$ cat src/rtl/haze_pkg.sv
// Shared types and constants for the two-pass haze-removal pipeline.
package haze_pkg;

    typedef enum logic [2:0] {
        ST_IDLE,
        ST_PASS1,
        ST_WAIT_ALE,
        ST_PASS2,
        ST_DRAIN
    } haze_seq_state_t;

    localparam logic PASS_ALE = 1'b0;
    localparam logic PASS_TE  = 1'b1;

    localparam int DEF_IMG_WIDTH  = 512;
    localparam int DEF_IMG_HEIGHT = 512;

endpackage

$ cat src/rtl/haze_beat_counter.sv
// Beat counter with synchronous clear; flags the final beat of a frame.
module haze_beat_counter #(
    parameter int W = 19,
    parameter int N = 262144
) (
    input  logic clk,
    input  logic rst_n,
    input  logic clr,
    input  logic inc,
    output logic last
);

    logic [W-1:0] cnt;

    always_ff @(posedge clk or negedge rst_n) begin
        if (!rst_n) begin
            cnt <= '0;
        end else if (clr) begin
            cnt <= '0;
        end else if (inc) begin
            cnt <= cnt + W'(1);
        end
    end

    assign last = (cnt == W'(N - 1));

endmodule

$ cat src/rtl/haze_pass_sequencer.sv
// Frame controller: pass 1 feeds ALE, pass 2 feeds TE/SRSC,
// counts output beats, generates TLAST and flags framing errors.
module haze_pass_sequencer
    import haze_pkg::*;
#(
    parameter int IMG_WIDTH  = DEF_IMG_WIDTH,
    parameter int IMG_HEIGHT = DEF_IMG_HEIGHT,
    parameter int CNT_W      = $clog2(IMG_WIDTH * IMG_HEIGHT) + 1
) (
    input  logic ACLK,
    input  logic ARESETn,
    input  logic enable,
    input  logic S_AXIS_TVALID,
    input  logic S_AXIS_TLAST,
    output logic S_AXIS_TREADY,
    input  logic M_AXIS_TREADY,
    output logic M_AXIS_TLAST,
    input  logic dp_out_valid,
    input  logic ale_done,
    output logic ale_en,
    output logic te_en,
    output logic dp_stall,
    output logic pass_sel,
    output logic frame_done,
    output logic busy,
    output logic err_framing
);

    localparam int N = IMG_WIDTH * IMG_HEIGHT;

    haze_seq_state_t state, state_nxt;

    logic accept;
    logic in_clr, out_clr;
    logic out_xfer;
    logic in_last, out_last;
    logic out_seen;
    logic done_nxt;
    logic err_hit;

    haze_beat_counter #(.W(CNT_W), .N(N)) u_in_cnt (
        .clk   (ACLK),
        .rst_n (ARESETn),
        .clr   (in_clr),
        .inc   (accept),
        .last  (in_last)
    );

    haze_beat_counter #(.W(CNT_W), .N(N)) u_out_cnt (
        .clk   (ACLK),
        .rst_n (ARESETn),
        .clr   (out_clr),
        .inc   (out_xfer),
        .last  (out_last)
    );

    always_comb begin
        state_nxt     = state;
        S_AXIS_TREADY = 1'b0;
        ale_en        = 1'b0;
        te_en         = 1'b0;
        dp_stall      = 1'b0;
        M_AXIS_TLAST  = 1'b0;
        accept        = 1'b0;
        in_clr        = 1'b0;
        out_clr       = 1'b0;
        out_xfer      = 1'b0;
        done_nxt      = 1'b0;
        err_hit       = 1'b0;
        unique case (state)
            ST_IDLE: begin
                err_hit = dp_out_valid;
                if (enable) begin
                    state_nxt = ST_PASS1;
                    in_clr    = 1'b1;
                    out_clr   = 1'b1;
                end
            end
            ST_PASS1: begin
                S_AXIS_TREADY = enable;
                accept        = S_AXIS_TVALID & enable;
                ale_en        = accept;
                err_hit       = dp_out_valid;
                if (accept && in_last) begin
                    state_nxt = ST_WAIT_ALE;
                end
            end
            ST_WAIT_ALE: begin
                err_hit = dp_out_valid;
                if (enable && ale_done) begin
                    state_nxt = ST_PASS2;
                    in_clr    = 1'b1;
                    out_clr   = 1'b1;
                end
            end
            ST_PASS2: begin
                S_AXIS_TREADY = enable & M_AXIS_TREADY;
                accept        = S_AXIS_TVALID & enable & M_AXIS_TREADY;
                te_en         = accept;
                dp_stall      = ~M_AXIS_TREADY | ~enable;
                M_AXIS_TLAST  = dp_out_valid & out_last;
                out_xfer      = dp_out_valid & M_AXIS_TREADY & enable;
                // A zero-latency datapath may finish output before input.
                if (accept && in_last) begin
                    if (out_seen || (out_xfer && out_last)) begin
                        state_nxt = ST_IDLE;
                        done_nxt  = 1'b1;
                    end else begin
                        state_nxt = ST_DRAIN;
                    end
                end
            end
            ST_DRAIN: begin
                dp_stall     = ~M_AXIS_TREADY | ~enable;
                M_AXIS_TLAST = dp_out_valid & out_last;
                out_xfer     = dp_out_valid & M_AXIS_TREADY & enable;
                if (out_xfer && out_last) begin
                    state_nxt = ST_IDLE;
                    done_nxt  = 1'b1;
                end
            end
            default: state_nxt = ST_IDLE;
        endcase
        err_hit = enable & (err_hit | (accept & (S_AXIS_TLAST ^ in_last)));
    end

    always_ff @(posedge ACLK or negedge ARESETn) begin
        if (!ARESETn) begin
            state       <= ST_IDLE;
            pass_sel    <= PASS_ALE;
            frame_done  <= 1'b0;
            busy        <= 1'b0;
            err_framing <= 1'b0;
            out_seen    <= 1'b0;
        end else begin
            state      <= state_nxt;
            frame_done <= done_nxt;
            busy       <= (state_nxt != ST_IDLE);
            pass_sel   <= (state_nxt == ST_PASS2 || state_nxt == ST_DRAIN)
                          ? PASS_TE : PASS_ALE;
            if (err_hit) begin
                err_framing <= 1'b1;
            end
            if (out_clr) begin
                out_seen <= 1'b0;
            end else if (state == ST_PASS2 && out_xfer && out_last) begin
                out_seen <= 1'b1;
            end
        end
    end

endmodule

$ cat config.mk
export PLATFORM = sky130hd
export DESIGN_NAME = haze_pass_sequencer
export DESIGN_NICKNAME = d
export VERILOG_FILES = /design/src/rtl/haze_pkg.sv /design/src/rtl/haze_beat_counter.sv /design/src/rtl/haze_pass_sequencer.sv
export SDC_FILE = /design/constraint.sdc
export NUM_CORES = 1
export LEC_CHECK = 0
export BUFFER_PORTS_ARGS = -buffer_cell sky130_fd_sc_hd__buf_4
export CORE_MARGIN = 2
export CORE_UTILIZATION = 50
export DETAILED_ROUTE_END_ITERATION = 16
export PLACE_DENSITY = 0.74
export SETUP_SLACK_MARGIN = 0.5
export SLEW_MARGIN = 30
export SYNTH_ARGS = -nofsm -noshare
export SYNTH_HDL_FRONTEND = slang
export SYNTH_SLANG_ARGS = --single-unit
$ cat constraint.sdc
create_clock -name ACLK -period 1.9 [get_ports ACLK]
set_clock_uncertainty 0.05 [all_clocks]
set_input_delay 0.38 -clock ACLK [delete_from_list [all_inputs] [get_ports ACLK]]
set_output_delay 0.38 -clock ACLK [all_outputs]
set_load 0.02 [all_outputs]
==> results of run 1 <==
-- power groups by stage --
| stage | registers (uW) | logic [uW] | clock network [uW] |
|---|---|---|---|
| final | 1100 | 550 | 638 |
| after global routing | 1100 | 559 | 684 |
| after CTS | 1080 | 395 | 610 |
| after detailed placement | 1110 | 235 | 0 |
| after global placement | 1100 | 230 | 0 |
| after floorplan | 1100 | 145 | 0 |
-- sequential cells by signal, indices dropped and copies added (netlist names) --
signal,count
busy,1
err_framing,1
frame_done,1
out_seen,1
pass_sel,1
state,3
u_in_cnt.cnt,19
u_out_cnt.cnt,19
-- per-stage QoR --
stage	worst slack, ns	TNS [ns]
after floorplan	0.0718	0
after global placement	0.107	0
after detailed placement	0.0338	0
after CTS	-0.0906	-0.145
after global routing	-0.534	-7.11
final	-0.346	-5.92
-- cells in the mapped netlist, drive strengths merged --
master / count / area (um^2)
nand3: 19 / 95.1
nand2: 18 / 67.6
and4: 6 / 52.6
o21ai: 8 / 40.0
nor2: 43 / 161
o2111a: 1 / 11.3
and3b: 1 / 8.76
dfrtp: 46 / 1150
o31ai: 1 / 7.51
nor3: 8 / 45.0
a211o: 1 / 8.76
and2: 3 / 18.8
nand3b: 1 / 7.51
a21oi: 8 / 43.8
mux2i: 2 / 20.0
a211oi: 1 / 7.51
or3b: 1 / 11.3
and4b: 1 / 10.0
a32oi: 1 / 8.76
inv: 10 / 37.5
xor2: 16 / 140
or3: 6 / 37.5
xnor2: 17 / 149
o31a: 1 / 8.76
buf: 3 / 20.0
clkbuf: 7 / 26.3
a31oi: 1 / 6.26
and3: 6 / 37.5
o21a: 1 / 7.51
a22oi: 1 / 7.51
nand2b: 2 / 12.5
nor3b: 1 / 7.51
nand4: 15 / 93.8
ha: 2 / 25.0
o2111ai: 1 / 8.76
nor4: 3 / 18.8
nand4b: 1 / 8.76
nor2b: 3 / 18.8
-- how the worst max path moves through the flow --
stage / slack (ns) / end
after global placement: 0.11 / u_out_cnt.cnt[17]
after CTS: -0.09 / M_AXIS_TLAST
after floorplan: 0.07 / u_out_cnt.cnt[13]
after detailed placement: 0.03 / u_out_cnt.cnt[17]
final: -0.35 / busy
after global routing: -0.53 / busy
-- final cells by class --
cell class | count | area, um^2 | area share (%)
flip-flops and latches | 46 | 1150 | 27.9
well taps | 67 | 83.8 | 2.03
clock buffers | 6 | 82.6 | 2.00
multi-input cells | 201 | 1820 | 44.1
repair buffers | 89 | 946 | 22.9
inverters | 10 | 45.0 | 1.09
-- timing repair --
item	in CTS	in global routing
endpoints found under the setup margin	51	51
hold buffers	0	0
gates resized for setup	110	55
buffers inserted	28	20
cloned	5	0
pin swaps	21	29
-- cells by family after synthesis --
family | count (synthesis) | share of synthesized area (%)
adder cells (fa/ha/maj) | 2 | 1.02
buffers and inverters | 20 | 3.42
AO/OA/AOI/OAI | 26 | 6.80
AND/OR/NAND/NOR | 138 | 29.1
multiplexers | 2 | 0.818
XOR/XNOR | 33 | 11.8
flip-flops | 46 | 47.0
-- critical path, stage by stage, from the launching register on --
cell     delay [ns]
dfrtp_1        0.42
ha_4           0.18
nand4_1        0.18
nor4_4         0.23
buf_4          0.16
buf_6          0.08
buf_6          0.09
buf_6          0.10
nand4_1        0.25
o21ai_2        0.20
nand3_1        0.18
-- per-layer routing --
metal / wire length (um) / share of wire [%] / vias up
li1: - / - / 1101
met1: 3880 / 33 / 1395
met2: 5170 / 44 / 340
met3: 1470 / 13 / 128
met4: 1170 / 10 / 0
met5: 0 / 0 / -
==> metrics.md, run 1 <==
| Metric | Value |
|---|---|
| Share of post-route cells with drive strength above 1 | between 50 and 60% |
| Tot GR Track Use | 33.3% |
| Diodes inserted | 0 |
| Flop pwr share | between 40% and 50% |
| Met2 GRT Util | between 50% and 60% |
| Root Driver | clkbuf_8 |
| DP Wirelength | about 3.8 mm |
| Max Fclk | around 0.45 GHz |
| Setup slack, reg-to-reg | -0.35 ns |
| Vias/cell | roughly 7.1 |
| Antenna violations before repair | 0 |
| VDD IR max | 0.000598 V |
| Register-to-Register Path Depth | 10 |
| Crit. Startpoint | u_out_cnt.cnt[0] |
| Register bit count reported by yosys | 46 |
| H-tree depth | 2 |
| Logic pwr share | 24.0% |
| Status | finished, violations left |
| # port buffers | 16 |
| Syn_nets | roughly 280 |
| CP max FO | 3 |
| Antenna viol nets, final | 0 |
| Worst EP required | 2.03 ns |
| Leak Pwr | about 0.0017 uW |
| Ys Warns | 0 |
| RSZ-0062 raised after global routing | yes |
| Tmin final | between 2 and 2.5 ns |
| Worst hold margin | -0.0128 ns |
| First-pass GRT wire length | approximately 13 mm |
| Slew Viols, Final | 0 |
| Final Wtd Congestion | ~0.82 |
| CTS tree | done |
| Fillers | 158 |
| Mapped Cells | roughly 270 |
| Final Util | between 80% and 90% |
| Clock Sinks | 46 |
| Met1 global-route usage | 42.3% |
| Largest net degree at the start of global routing | between 40 and 50 |
| Failing checks | hold timing, setup timing |
| Non-filler cells, final | approximately 420 |
| Vias | about 3000 |
| CTS Buffer Depth | 2 |
| Post-synthesis cell type count | 43 |
| Clock latency on the worst-skew pair | around 0.33 ns |
| Critical path type | flop to flop |
| Switching pwr | roughly 700 uW |
| Global route overflow | 0 |
| Met3 Use GR | under 10% |
| Final wirelength | roughly 12 mm |
| Clk pwr share | 27.9% |
| Sequential fraction of the synthesis area | a little under half |
| Initial DRC Count | about 600 |
| Vert. Die Dim | 74.0 um |
| Grt peak-use layer | met2 |
| WP data arrival | around 2.4 ns |
| Die W | 74.0 um |
| Max-cap violations | 0 |
| PwrDens | ~550 nW/um^2 |
| Worst R2R End | busy |
| Placed Instances | 360 |
| P&R area growth vs syn | 68.8% |
| Routed WL per cell | about 28 um |
| Worst slew margin | 59.5% |
| Vias in the first global route | roughly 2500 |
| Switching Share | between 30% and 40% |
| Site row count | 25 |
| Core area | between 4000 and 5000 um^2 |
| Worst-path clk slew | 0.11 ns |
| Initial Util | between 50% and 60% |
| IO Count | 17 |
| Inserted Clock Buffers | 5 |
| R2r startpoint | u_out_cnt.cnt[0] |
| Crit start category | flop |
| Setup crit end kind | flop |
| Power Total | 2290 uW |
| Commonest cells after routing, fill and taps aside | dfrtp_1, buf_4, buf_6, nor2_4 |
| # setup viols final | between 40 and 50 |
| Final net count | roughly 360 |
| Die area | between 5000 and 6000 um^2 |
| Min-Delay Path Class | primary input to asynchronous set/reset pin |
| Setup WS post-layout | -0.346 ns |
| Post-Syn Area | 2450 um^2 |
| Final hold vios | 4 |
| DRT Pass-1 Iters | 8 |
| Internal | ~1600 uW |
| Residual DRC count | 0 |
| Final period util | 118% |
| DP Area | roughly 2900 um^2 |
| Mean Syn Cell Area | around 9.2 um^2 |
| Final instance area | between 4000 and 5000 um^2 |
| Actual slew at the worst max-slew pin | around 0.61 ns |
(Power assumes the default switching activity.)
==> run 2, diff against run 1 <==
ABC_AREA = 1   (was not set)
PLACE_DENSITY = 0.73   (was 0.74)
==> metrics.md, run 2 <==
| Metric | Value |
|---|---|
| Tot GR Track Use | about 29% |
| Mean Syn Cell Area | around 7.3 um^2 |
| Vias/cell | about 6.5 |
| Vert. Die Dim | 79.5 um |
| Most common cell after layout, fill and taps aside | nand2_1 |
| Share of post-route cells with drive strength above 1 | between 40% and 50% |
| Largest net degree at the start of global routing | 47 |
| Inserted Clock Buffers | 5 |
| Flop pwr share | 32.7% |
| Pre-CTS setup slack | about 0.14 ns |
| Power Total | approximately 4200 uW |
| Failing checks | setup timing |
| DRT Pass-1 Iters | 7 |
| Ys Warns | 0 |
| Register-to-Register Path Depth | 14 |
| Status | finished, violations left |
| Worst-path clk slew | about 0.090 ns |
| Post-synthesis async set-or-reset flop share | 100% |
| Die area | 6320 um^2 |
| Clock Sinks | 46 |
| Residual DRC count | 0 |
| Crit-path leading delay family | simple AND/OR/NAND/NOR gates |
| Initial Util | a little over 50% |
| Core area | ~5500 um^2 |
| Worst EP required | 2.04 ns |
| Critical path type | flop to flop |
| Site row count | 27 |
| Crit start category | flop |
| Final net count | slightly above 500 |
| CP max FO | 3 |
| Diodes inserted | 0 |
| Max Fclk | 0.457 GHz |
| Commonest cells after routing, fill and taps aside | nand2_1, buf_4, inv_1, dfrtp_1, buf_6 |
| Setup crit end kind | flop |
| Setup WS post-layout | -0.289 ns |
| Mapped Cells | ~390 |
| Min-Delay Path Class | primary input to asynchronous set/reset pin |
| Vias in the first global route | 3003 |
| # setup viols final | 7 |
| Antenna violations before repair | 0 |
| Fillers | 245 |
| # port buffers | 16 |
| Switching pwr | ~1800 uW |
| Die W | approximately 80 um |
| Yosys top cell by area | dfrtp_1 |
| Count leader, synth | nand2_1 |
| Actual slew at the worst max-slew pin | 0.621 ns |
| Levels on crit path | 14 |
| Max incr delay on CP | around 0.45 ns |
| Internal | 2360 uW |
| Worst R2R End | busy |
| Most used DFF post-synth | dfrtp_1 |
| R2r startpoint | u_out_cnt.cnt[15] |
| Switching Share | about 43% |
| Slowest CP cell | dfrtp_1 |
| Clk pwr share | between 10% and 20% |
| Final hold vios | 0 |
| DP Area | between 3000 and 4000 um^2 |
| Leak Pwr | ~0.0021 uW |
| Global route overflow | 0 |
| Grt peak-use layer | met2 |
| CTS Buffer Depth | 2 |
| Crit path buf inv count | 4 |
| Final wirelength | 12.9 mm |
| Top Registers | u_in_cnt.cnt: 19 flops, u_out_cnt.cnt: 19 flops, state: 3 flops |
| Met1 global-route usage | 34.3% |
| Post-synthesis cell type count | 29 |
| DP Wirelength | 4.67 mm |
| Sequential fraction of the synthesis area | between 40% and 50% |
| First-pass GRT wire length | between 10 and 15 mm |
| Main area contributors after synthesis | dfrtp_1, nand2_1, inv_1 |
| Root Driver | clkbuf_8 |
| VDD IR max | ~0.00064 V |
| CP cell instances | nand2_1 -> nor2_1 -> nand2_1 -> nor2_4 -> buf_4 -> buf_6 -> buf_6 -> nand3_4 -> nand2_2 -> inv_1 -> nand2_1 -> nand2_2 -> nand2_2 -> nand2_1 |
| Worst slew margin | between 50% and 60% |
| Post-synth top cells | nand2_1, inv_1, dfrtp_1, nor2_1, nand3_1 |
| Slew Viols, Final | 0 |
| Max-cap violations | 0 |
| Initial DRC Count | between 600 and 700 |
| Met3 Use GR | 6.22% |
| Post-Syn Area | approximately 2800 um^2 |
| Final Wtd Congestion | 0.852 |
| H-tree depth | 2 |
| PwrDens | just over 900 nW/um^2 |
| P&R area growth vs syn | 57.2% |
| CTS tree | done |
| WP data arrival | approximately 2.3 ns |
| Met2 GRT Util | 47.8% |
| Post-CTS Hold Fix Bufs | 0 |
| Final period util | 115% |
| Share of the synthesized area in the top cell type | between 40% and 50% |
| IO Count | 17 |
| Count of flip-flops with a built-in enable after synthesis | 0 |
| Routed WL per cell | 22.7 um |
| Setup slack, reg-to-reg | -0.29 ns |
| Clock latency on the worst-skew pair | around 0.31 ns |
| Final Util | between 80% and 90% |
| Vias | 3694 |
| Logic pwr share | 52.9% |
| Most used cell, CP | nand2_1 |
| Tmin final | about 2.2 ns |
| Antenna viol nets, final | 0 |
| Final instance area | about 4500 um^2 |
| RSZ-0062 raised after global routing | yes |
| Syn_nets | ~400 |
| Register bit count reported by yosys | between 40 and 50 |
-- run 2: changes by cell type in the layout (fill, tap and decap cells not counted), moves of 11 or more --
cell | previous run | this run
nand2_1 | 15 | 70
inv_1 | 7 | 42
o21ai_1 | 2 | 20
nand2_2 | 3 | 18
nand3_2 | 6 | 21
nor2_1 | 12 | 27
buf_4 | 45 | 59
a21oi_1 | 1 | 13
xnor2_1 | 13 | 2
-- run 2: how the worst max path moves through the flow --
stage | endpoint | from
floorplan | M_AXIS_TLAST | u_out_cnt.cnt[0]
global route | busy | u_out_cnt.cnt[15]
detailed placement | M_AXIS_TLAST | dp_out_valid
global placement | M_AXIS_TLAST | dp_out_valid
CTS | M_AXIS_TLAST | u_out_cnt.cnt[1]
finish | busy | u_out_cnt.cnt[15]
-- run 2: worst register-to-register path: stages, from the launching register on --
cell	delay [ns]
dfrtp_1	0.45
nand2_1	0.14
nor2_1	0.14
nand2_1	0.15
nor2_4	0.17
buf_4	0.13
buf_6	0.09
buf_6	0.10
nand3_4	0.08
nand2_2	0.09
inv_1	0.07
nand2_1	0.12
nand2_2	0.09
nand2_2	0.11
nand2_1	0.10
-- run 2: layout make-up --
| cell class | count | area [um^2] | share of cell area, % |
|---|---|---|---|
| clock buffer | 7 | 76.3 | 1.70 |
| inverter | 58 | 235 | 5.25 |
| multi-input combinational | 284 | 1960 | 43.8 |
| sequential | 46 | 1160 | 25.9 |
| tap | 72 | 90.1 | 2.01 |
| timing repair buffer | 99 | 956 | 21.4 |
-- run 2: layer usage --
layer | vias to the layer above | share of wire (%)
met3 | 134 | 11
met5 | - | 0
met1 | 1702 | 34
met2 | 380 | 46
met4 | 0 | 7.8
li1 | 1478 | -
-- run 2: kinds of logic (layout without fill, tap and decap cells) --
logic type	after synthesis	after routing	synth area share, %
DFF	46	46	40.4
AOI/OAI and AO/OA	49	49	8.92
and+or+nand+nor	219	222	37.2
adders and majority gates	2	2	0.879
buffers and inverters	65	164	9.23
xor gates and xnor gates	11	11	3.38
-- run 2: what timing repair did --
action	4_1_cts	5_1_grt
resized for setup	80	93
buffers inserted	39	37
pin swaps	25	40
setup endpoints to repair	49	51
gates cloned	4	1
hold endpoints to repair	0	0
-- run 2: power groups by stage --
stage | Combinational, uW | Sequential, uW | Clock [uW]
after global routing | 2300 | 1360 | 640
after detailed placement | 941 | 1330 | 0
after CTS | 1530 | 1310 | 586
after floorplan | 682 | 1310 | 0
final | 2210 | 1370 | 602
after global placement | 905 | 1320 | 0
-- run 2: per-stage QoR --
step	setup TNS, ns	hold WS [ns]	instances
3_5_place_dp	0	0.378	478
4_1_cts	0	0.0564	528
6_report	-1.11	0.0177	566
3_3_place_gp	0	0.375	478
5_1_grt	-1.09	0.0644	566
2_1_floorplan	0	0.0344	392
==> run 3, diff against run 2 <==
SYNTH_HIERARCHICAL = 1   (was not set)
==> metrics.md, run 3 <==
| Metric | Value |
|---|---|
| Sequential fraction of the synthesis area | a little over 40% |
| Min-Delay Path Class | primary input to asynchronous set/reset pin |
| Slew Viols, Final | 0 |
| Count of flip-flops with a built-in enable after synthesis | 0 |
| Multi-input combinational cell area | 1930 um^2 |
| Count leader, synth | nand2_1 |
| Inserted Clock Buffers | 5 |
| Worst EP required | roughly 1.5 ns |
| CP cell instances | nand2_2 -> nor2_8 -> nand2_2 -> nor4_4 -> nand2_2 -> nor2_4 -> buf_6 |
| Clock Sinks | between 40 and 50 |
| Tmin final | 2.21 ns |
| Site row count | 27 |
| Max Fclk | roughly 0.45 GHz |
| CP max FO | 2 |
| Non-filler cells, final | around 580 |
| DRT Pass-1 Iters | 7 |
| Top Registers | u_in_cnt/cnt: 19 flops, u_out_cnt/cnt: 19 flops, state: 3 flops |
| Setup TNS Final | -3.68 ns |
| Switching pwr | ~1300 uW |
| Share of post-route cells with drive strength above 1 | roughly half |
| CTS tree | done |
| Status | finished, violations left |
| Root Driver | clkbuf_8 |
| Post-synth top cells | nand2_1, nor2_1, inv_1, dfrtp_1, nand3_1 |
| Main area contributors after synthesis | dfrtp_1, nand2_1, nor2_1 |
| Vias/cell | between 6 and 7 |
| Worst hold margin | 0.0113 ns |
| R2r startpoint | state[2] |
| Final Wtd Congestion | a little under 0.9 |
| Die area | 6220 um^2 |
| Fillers | around 270 |
| Share of the synthesized area in the top cell type | ~41% |
| P&R area growth vs syn | 61.5% |
| Mean Syn Cell Area | around 7.2 um^2 |
| Register bit count reported by yosys | 46 |
| Worst-path clk slew | 0.10 ns |
| WP data arrival | 1.78 ns |
| IO Count | 17 |
| Logic pwr share | 47.2% |
| # setup viols final | 35 |
| Vert. Die Dim | around 80 um |
| Sequential cell area | between 1000 and 1500 um^2 |
| Initial Util | 51.2% |
| Antenna violations before repair | 0 |
| Failing checks | setup timing |
| Crit path buf inv count | 1 |
| Tot GR Track Use | between 20% and 30% |
| Initial DRC Count | 494 |
| Leak Pwr | ~0.0022 uW |
| Die W | between 70 and 80 um |
| DP Wirelength | between 4 and 5 mm |
| Residual DRC count | 0 |
| PwrDens | between 700 and 800 nW/um^2 |
| Setup slack, reg-to-reg | -0.25 ns |
| Actual slew at the worst max-slew pin | between 0.6 and 0.7 ns |
| Largest net degree at the start of global routing | 47 |
| Setup crit end kind | output port |
| RSZ-0062 raised after global routing | yes |
| CTS Buffer Depth | 2 |
| Crit start category | flop |
| Setup WS post-layout | -0.306 ns |
| Slowest CP cell | dfrtp_1 |
| H-tree depth | 2 |
| # port buffers | 16 |
| Most used cell, CP | nand2_2 |
| Internal | roughly 2100 uW |
| Clk pwr share | 19.7% |
| Syn_nets | between 300 and 400 |
| Final period util | 116% |
| Final net count | ~500 |
| Commonest cells after routing, fill and taps aside | nand2_1, buf_4, nor2_1, inv_1, dfrtp_1 |
| Post-Syn Area | between 2000 and 3000 um^2 |
| Antenna viol nets, final | 0 |
| First-pass GRT wire length | 14.1 mm |
| Post-CTS Hold Fix Bufs | 0 |
| Max incr delay on CP | approximately 0.41 ns |
| Clock latency on the worst-skew pair | about 0.32 ns |
| Vias | around 3500 |
| Crit-path leading delay family | simple AND/OR/NAND/NOR gates |
| Worst slew margin | 59.3% |
| Most used DFF post-synth | dfrtp_1 |
| VDD IR max | 0.000837 V |
| Flop pwr share | around 33% |
| Worst R2R End | u_out_cnt/cnt[4] |
| Mapped Cells | roughly 390 |
| Vias in the first global route | 3095 |
| Post-synthesis cell type count | 28 |
| Core area | 5470 um^2 |
| Ys Warns | 6 |
| Post-synthesis async set-or-reset flop share | 100% |
| Routed WL per cell | about 21 um |
| Final hold vios | 0 |
| Final wirelength | between 10 and 15 mm |
| Switching Share | 38.5% |
| Critical path type | flop to output port |
| Max-cap violations | 0 |
| Most common cell after layout, fill and taps aside | nand2_1 |
| Yosys top cell by area | dfrtp_1 |
| Global route overflow | 0 |
| Diodes inserted | 0 |
| Placed Instances | 498 |
| Register-to-Register Path Depth | 13 |
-- run 3: worst max path at each step --
stage	depth (start not counted)	slack, ns	start	endpoint
5_1_grt	7	-0.31	u_out_cnt/cnt[5]	M_AXIS_TLAST
3_5_place_dp	9	-0.12	u_out_cnt/cnt[12]	M_AXIS_TLAST
2_1_floorplan	11	0.17	u_in_cnt/cnt[12]	busy
3_3_place_gp	9	-0.05	u_out_cnt/cnt[12]	M_AXIS_TLAST
6_report	7	-0.31	u_out_cnt/cnt[5]	M_AXIS_TLAST
4_1_cts	9	-0.20	u_out_cnt/cnt[12]	M_AXIS_TLAST
-- run 3: metrics by stage --
stage	instance area, um^2	setup slack (ns)	power (uW)	utilization, %
3_5_place_dp	3260	-0.124	1820	59.6
3_3_place_gp	3260	-0.0452	1810	59.6
4_1_cts	3920	-0.197	2770	71.7
2_1_floorplan	2890	0.170	1600	-
5_1_grt	4530	-0.310	3500	82.7
6_report	4530	-0.306	3410	82.7
-- run 3: cells by family (layout without fill, tap and decap cells) --
logic type / after synthesis / after routing / synth area share, %
AO/OA/AOI/OAI: 38 / 38 / 7.91
XOR/XNOR: 3 / 3 / 0.938
adder cells (fa/ha/maj): 2 / 2 / 0.893
buffers and inverters: 62 / 178 / 8.84
flip-flops: 46 / 46 / 41.1
AND/OR/NAND/NOR: 237 / 237 / 40.3
-- run 3: what timing repair did --
action,CTS,global route
gates resized for setup,82,79
pin swaps,55,66
endpoints found under the setup margin,50,51
setup buffers,33,37
endpoints found under the hold margin,0,0
-- run 3: power groups by stage --
stage	clock (uW)	combinational, uW	sequential (uW)
floorplan	0	479	1120
global placement	0	691	1120
detailed placement	0	702	1120
CTS	644	1010	1110
global route	704	1670	1130
finish	673	1610	1130
-- run 3: final cells by class --
type                            instances  share of cell area (%)
Clock buffer                            7                    1.91
Clock inverter                          1                   0.111
Inverter                               58                    5.50
Multi-Input combinational cell        280                    42.7
Sequential cell                        46                    25.5
Tap cell                               72                    1.99
Timing Repair Buffer                  112                    22.2
-- run 3: routing by layer --
metal / global-route usage [%] / share of wire [%] / up-vias
li1: - / - / 1444
met1: 32.4 / 34 / 1612
met2: 52.9 / 49 / 304
met3: 4.66 / 8.5 / 125
met4: 12.1 / 9.0 / 0
met5: 0 / 0 / -
